### config.mk
export PLATFORM = sky130hd
export DESIGN_NAME = vga_arbiter_flat
export DESIGN_NICKNAME = d
export VERILOG_FILES = /design/src/rtl/vga_arb_pkg.sv /design/src/rtl/vga_arbiter_if.sv /design/src/rtl/vga_arbiter_rr_pick.sv /design/src/rtl/vga_arbiter.sv /design/src/flat_wrapper.sv
export SDC_FILE = /design/constraint.sdc
export NUM_CORES = 1
export LEC_CHECK = 0
export CORE_MARGIN = 2
export CORE_UTILIZATION = 35
export CTS_CLUSTER_SIZE = 10
export DETAILED_ROUTE_END_ITERATION = 16
export GPL_TIMING_DRIVEN = 0
export PLACE_DENSITY = 0.7
export RECOVER_POWER = 100
export SYNTH_ARGS = -nofsm -noshare
export SYNTH_HDL_FRONTEND = slang
export SYNTH_SLANG_ARGS = --single-unit
### constraint.sdc
create_clock -name clk -period 3.1 [get_ports clk]
set_clock_uncertainty 0.1 [all_clocks]
set_input_delay 0.465 -clock clk [delete_from_list [all_inputs] [get_ports clk]]
set_output_delay 0.465 -clock clk [all_outputs]
set_load 0.02 [all_outputs]
### src/rtl/vga_arb_pkg.sv
// Shared types and constants for the VGA pixel-port arbiter.
package vga_arb_pkg;

  localparam int unsigned VGA_W = 160;
  localparam int unsigned VGA_H = 120;
  localparam int unsigned XW    = 8;
  localparam int unsigned YW    = 7;
  localparam int unsigned CW    = 3;

  typedef enum logic [1:0] {
    IDLE    = 2'd0,
    RUN     = 2'd1,
    RELEASE = 2'd2
  } arb_state_t;

  // One pixel as carried on the adapter write port.
  typedef struct packed {
    logic [XW-1:0] x;
    logic [YW-1:0] y;
    logic [CW-1:0] colour;
  } vga_pix_t;

endpackage

### src/rtl/vga_arbiter_if.sv
// Engine-side and adapter-side buses of the VGA arbiter.
interface vga_arbiter_if
  import vga_arb_pkg::*;
#(
  parameter int unsigned NREQ = 3
);

  logic [NREQ-1:0]    req;
  logic [NREQ-1:0]    ack;
  logic [NREQ-1:0]    grant;
  logic               busy;
  logic [NREQ-1:0]    eng_start;
  logic [NREQ-1:0]    eng_done;
  logic [NREQ*XW-1:0] eng_x;
  logic [NREQ*YW-1:0] eng_y;
  logic [NREQ*CW-1:0] eng_colour;
  logic [NREQ-1:0]    eng_plot;
  logic [XW-1:0]      vga_x;
  logic [YW-1:0]      vga_y;
  logic [CW-1:0]      vga_colour;
  logic               vga_plot;

  // Arbiter side.
  modport slave (
    input  req, eng_done, eng_x, eng_y, eng_colour, eng_plot,
    output ack, grant, busy, eng_start, vga_x, vga_y, vga_colour, vga_plot
  );

  // Engines plus adapter side.
  modport master (
    output req, eng_done, eng_x, eng_y, eng_colour, eng_plot,
    input  ack, grant, busy, eng_start, vga_x, vga_y, vga_colour, vga_plot
  );

endinterface

### src/rtl/vga_arbiter_rr_pick.sv
// Combinational round-robin picker: first set request at or after last+1.
module rr_pick #(
  parameter  int unsigned NREQ = 3,
  localparam int unsigned IW   = $clog2(NREQ)
) (
  input  logic [NREQ-1:0] req,
  input  logic [IW-1:0]   last,
  output logic [NREQ-1:0] gnt,
  output logic [IW-1:0]   idx,
  output logic            any
);

  logic [IW-1:0] pos;
  logic          hit;

  // Scan requesters starting just after the previous winner.
  always_comb begin
    gnt = '0;
    idx = '0;
    hit = 1'b0;
    pos = '0;
    for (int unsigned k = 1; k <= NREQ; k++) begin
      pos = IW'((32'(last) + k) % NREQ);
      if (!hit && req[pos]) begin
        hit      = 1'b1;
        gnt[pos] = 1'b1;
        idx      = pos;
      end
    end
  end

  assign any = |req;

endmodule

### src/rtl/vga_arbiter.sv
// Round-robin owner of the single vga_adapter pixel port, one job per grant.
module vga_arbiter
  import vga_arb_pkg::*;
#(
  parameter int unsigned NREQ = 3
) (
  input  logic           clk,
  input  logic           rst_n,
  vga_arbiter_if.slave   bus
);

  localparam int unsigned IW = $clog2(NREQ);

  arb_state_t      state, state_n;
  logic [IW-1:0]   g, g_n;
  logic [IW-1:0]   last, last_n;
  logic [NREQ-1:0] grant_n, start_n, ack_n;
  logic            busy_n, plot_n;

  logic [NREQ-1:0] pick_gnt;
  logic [IW-1:0]   pick_idx;
  logic            pick_any;

  logic            own_done, own_plot;
  vga_pix_t        own_pix;

  rr_pick #(.NREQ(NREQ)) u_pick (
    .req  (bus.req),
    .last (last),
    .gnt  (pick_gnt),
    .idx  (pick_idx),
    .any  (pick_any)
  );

  // Signals of the current owner only; everything else is ignored.
  always_comb begin
    own_done       = bus.eng_done[g];
    own_plot       = bus.eng_plot[g];
    own_pix.x      = bus.eng_x[32'(g)*XW +: XW];
    own_pix.y      = bus.eng_y[32'(g)*YW +: YW];
    own_pix.colour = bus.eng_colour[32'(g)*CW +: CW];
  end

  // Next-state and handshake outputs.
  always_comb begin
    state_n = state;
    g_n     = g;
    last_n  = last;
    grant_n = bus.grant;
    start_n = bus.eng_start;
    ack_n   = '0;
    case (state)
      IDLE: begin
        if (pick_any) begin
          g_n     = pick_idx;
          grant_n = pick_gnt;
          start_n = pick_gnt;
          state_n = RUN;
        end
      end
      RUN: begin
        if (own_done) begin
          start_n = '0;
          ack_n   = bus.grant;
          last_n  = g;
          state_n = RELEASE;
        end
      end
      RELEASE: begin
        // Hold grant until the engine drops done so it cannot be re-armed early.
        if (!own_done) begin
          grant_n = '0;
          state_n = IDLE;
        end
      end
      default: begin
        state_n = IDLE;
        grant_n = '0;
        start_n = '0;
      end
    endcase
    busy_n = (state_n != IDLE);
    plot_n = own_plot && (own_pix.x < XW'(VGA_W)) && (own_pix.y < YW'(VGA_H)) &&
             (state == RUN);
  end

  // State, handshake and pixel registers.
  always_ff @(posedge clk or negedge rst_n) begin
    if (!rst_n) begin
      state          <= IDLE;
      g              <= '0;
      last           <= IW'(NREQ - 1);
      bus.grant      <= '0;
      bus.eng_start  <= '0;
      bus.ack        <= '0;
      bus.busy       <= 1'b0;
      bus.vga_x      <= '0;
      bus.vga_y      <= '0;
      bus.vga_colour <= '0;
      bus.vga_plot   <= 1'b0;
    end else begin
      state          <= state_n;
      g              <= g_n;
      last           <= last_n;
      bus.grant      <= grant_n;
      bus.eng_start  <= start_n;
      bus.ack        <= ack_n;
      bus.busy       <= busy_n;
      bus.vga_x      <= own_pix.x;
      bus.vga_y      <= own_pix.y;
      bus.vga_colour <= own_pix.colour;
      bus.vga_plot   <= plot_n;
    end
  end

endmodule
### src/flat_wrapper.sv
// flat-port wrapper written by rule: the top's interface ports become plain ports
module vga_arbiter_flat import vga_arb_pkg::*;
#(
  parameter int unsigned NREQ = 3
)
  (clk, rst_n, bus_req, bus_eng_done, bus_eng_x, bus_eng_y, bus_eng_colour, bus_eng_plot, bus_ack, bus_grant, bus_busy, bus_eng_start, bus_vga_x, bus_vga_y, bus_vga_colour, bus_vga_plot);
  vga_arbiter_if #(.NREQ(NREQ)) bus_i ();
  input  logic clk;
  input  logic rst_n;
  input wire logic [$bits(bus_i.req)-1:0] bus_req;
  input wire logic [$bits(bus_i.eng_done)-1:0] bus_eng_done;
  input wire logic [$bits(bus_i.eng_x)-1:0] bus_eng_x;
  input wire logic [$bits(bus_i.eng_y)-1:0] bus_eng_y;
  input wire logic [$bits(bus_i.eng_colour)-1:0] bus_eng_colour;
  input wire logic [$bits(bus_i.eng_plot)-1:0] bus_eng_plot;
  output wire logic [$bits(bus_i.ack)-1:0] bus_ack;
  output wire logic [$bits(bus_i.grant)-1:0] bus_grant;
  output wire logic [$bits(bus_i.busy)-1:0] bus_busy;
  output wire logic [$bits(bus_i.eng_start)-1:0] bus_eng_start;
  output wire logic [$bits(bus_i.vga_x)-1:0] bus_vga_x;
  output wire logic [$bits(bus_i.vga_y)-1:0] bus_vga_y;
  output wire logic [$bits(bus_i.vga_colour)-1:0] bus_vga_colour;
  output wire logic [$bits(bus_i.vga_plot)-1:0] bus_vga_plot;
  assign bus_i.req = bus_req;
  assign bus_i.eng_done = bus_eng_done;
  assign bus_i.eng_x = bus_eng_x;
  assign bus_i.eng_y = bus_eng_y;
  assign bus_i.eng_colour = bus_eng_colour;
  assign bus_i.eng_plot = bus_eng_plot;
  assign bus_ack = bus_i.ack;
  assign bus_grant = bus_i.grant;
  assign bus_busy = bus_i.busy;
  assign bus_eng_start = bus_i.eng_start;
  assign bus_vga_x = bus_i.vga_x;
  assign bus_vga_y = bus_i.vga_y;
  assign bus_vga_colour = bus_i.vga_colour;
  assign bus_vga_plot = bus_i.vga_plot;
  vga_arbiter #(.NREQ(NREQ)) u_core (.clk(clk), .rst_n(rst_n), .bus(bus_i));
endmodule
==> metrics.csv <==
metric,value,unit
period_share,76.8,%
htreeDepth,2,
fp.dieH,76.9,um
start_util,36.4,%
worstPathRequired,3.16,ns
layout-drive-gt1-share,3.83,%
post_cts_buffers,0,
clock_latency,0.29,ns
min_from,u_core.bus.eng_start[2],
syn_inst,187,
vias,1723,
finalWirelength,4.70,mm
cts_resized,0,
dp_hpwl,3.58,mm
hp-class,reg2reg,
grtUsageTotal,16.7,%
path_class,reg2reg,
stdcell_area,2940,sq um
fmax,420,MHz
rrSetupSlack,0.72,ns
viasPerCell,4.83,
io_buffer_count,92,
place_congestion,0.779,
path_clk_slew,0.07,ns
finalHoldViolCount,0,
synthDistinctLibCells,38,
hold_end,u_core.bus.eng_start[2],
grt_overflow,0,
reg2reg_from,u_core.g[0],
end_kind,flop,
antenna_cells,0,
cts_made_buffers,5,
ys_seq_area_share,47.2,%
final_common_cell,clkdlybuf4s50_1,
rr_worst_depth,5,
ios,94,
wl_per_cell,13.2,um
max_stage_delay,0.58,ns
grt_pass1_wl,7.83,mm
cts_tree,built,
synth_edf_count,0,
yosys_warnings,0,
cp_slowest_cell,clkbuf_1,
crit_family,buffers and inverters,
fin_ws,0.719,ns
dpl_worst_slack,0.984,ns
ys_ff_latch,35,
setup_tns,0,ns
drt_first_pass_iters,4,
cp_num_buf_inv,3,
synthFlopType,dfrtp_1,
drv_cap,1,
path_max_fanout,10,
antenna_found_initial,0,
rows,26,
finalSetupViolations,0,
fillers,468,
clock-sinks,35,
tightest_slew,1.83,ns
mostFrequentLayoutCells,"62 x clkdlybuf4s50_1, 34 x dfrtp_1, 29 x dlygate4sd3_1, 24 x nand2_1",
cts_hold_buf,0,
leakage,0.00127,uW
syn2layout_area_growth,58.2,%
layout_min_cycle_time,2.38,ns
cp.arrival,2.44,ns
place_inst,349,
max-vdd-ir-drop,327,uV
rsz0062_at_grt,false,
violations,"capacitance limit, slew limit",
ant_nets,0,
coreArea,5110,sq um
status,"complete, but fails checks",
final-instance-count-excl-fill,357,
placement.cell_area,2860,sq um
reg2reg_to,u_core.bus.vga_y[0],
slew_headroom,-22.2,%
die_x,76.9,um
synthArstFlopShare,100,%
syn_nets,256,
crit_chain,"clkbuf_1, clkbuf_1, clkbuf_1, mux2i_1, o21ai_0",
dieArea,5910,sq um
slew_violations,36,
worst_hold_slack,0.378,ns
remaining_drc_errors,0,
hold-path-cell-count,2,
crit_path_start_kind,flop,
fin_nets,355,
grt_pass1_vias,1762,
initialDrtViolationCount,86,
syn_area_per_cell,9.94,sq um
critPathMostFrequentCell,clkbuf_1,
cts_root_buf,clkbuf_8,
cts_buffer_depth,2,
grt_max_degree,36,
pwr_density_cell,807,nW/um^2
netlist_area,1860,sq um
==> metrics by stage <==
step | util, % | total power, uW
after floorplan | - | 1530
after global placement | 56.1 | 2050
after detailed placement | 56.0 | 2070
after CTS | 58.3 | 2510
after global routing | 57.6 | 2540
final | 57.6 | 2370
==> worst register-to-register path, cell delays in order (launching register included) <==
cell      delay [ns]
dfrtp_1         0.32
clkbuf_1        0.32
clkbuf_1        0.56
clkbuf_1        0.58
mux2i_1         0.27
o21ai_0         0.10
==> report_power, final <==
group	switching, uW	internal, uW
Sequential	68.7	636
Clock	167	260
Combinational	687	553
==> cells by family (layout without fill, tap and decap cells) <==
kind of cell / Yosys count / in the layout / share of synthesized area (%)
AND/OR/NAND/NOR: 61 / 61 / 16.6
AO/OA/AOI/OAI: 47 / 47 / 15.4
flip-flops: 35 / 35 / 47.2
multiplexers: 25 / 25 / 14.0
buffers and inverters: 15 / 115 / 4.11
adder cells (fa/ha/maj): 4 / 4 / 2.69
==> Yosys cell counts, drive strengths merged, types with 2 or more instances <==
cell | instances | share of area [%]
a21o | 6 | 2.4
a21oi | 8 | 2.4
a31oi | 2 | 1.0
and2 | 3 | 1.0
and3 | 2 | 0.67
buf | 9 | 2.9
clkbuf | 2 | 0.40
dfrtp | 34 | 46
ha | 4 | 2.7
inv | 4 | 0.81
mux2 | 2 | 1.6
mux2i | 23 | 12
nand2 | 24 | 4.8
nand2b | 6 | 2.0
nand3 | 2 | 0.54
nand3b | 5 | 2.0
nand4 | 2 | 0.67
nor2 | 8 | 1.8
nor2b | 4 | 1.3
nor3 | 2 | 0.54
o21ai | 24 | 6.5
==> area by class of cell <==
type | count | area, sq um | share of cell area, %
buffer | 11 | 43.8 | 1.49
clock buffer | 6 | 82.6 | 2.81
clock inverter | 2 | 35.0 | 1.19
inverter | 4 | 15.0 | 0.511
multi-input combinational | 137 | 885 | 30.1
sequential | 35 | 877 | 29.8
tap | 70 | 87.6 | 2.98
timing repair buffer | 92 | 915 | 31.1
==> flip-flops by register name, summed over array words and instances (netlist names) <==
signal and flops:
u_core.last 2, u_core.bus.eng_start 3, u_core.state 2, u_core.bus.vga_x 8
u_core.g 2, u_core.bus.vga_y 7, u_core.bus.grant 3, u_core.bus.vga_colour 3
u_core.bus.busy 1, u_core.bus.ack 3, u_core.bus.vga_plot 1
==> worst max path at each step <==
stage | depth (start not counted) | slack [ns] | start | end
after floorplan | 7 | 1.30 | u_core.last[1] | u_core.bus.eng_start[0]
after global placement | 1 | 0.71 | rst_n | u_core.bus.busy
after detailed placement | 6 | 0.98 | bus_req[0] | u_core.bus.eng_start[0]
after CTS | 7 | 1.06 | u_core.last[1] | u_core.bus.eng_start[1]
after global routing | 5 | 0.53 | u_core.g[0] | u_core.bus.vga_y[0]
final | 5 | 0.72 | u_core.g[0] | u_core.bus.vga_y[0]
==> metal layers <==
| layer | up-vias | track usage, % | part of all wire (%) |
|---|---|---|---|
| li1 | 851 | - | - |
| met1 | 794 | 18.4 | 41 |
| met2 | 68 | 29.6 | 49 |
| met3 | 10 | 5.88 | 7.8 |
| met4 | 0 | 5.82 | 2.0 |
| met5 | - | 0 | 0 |
Power figures use the tool's default switching activity.
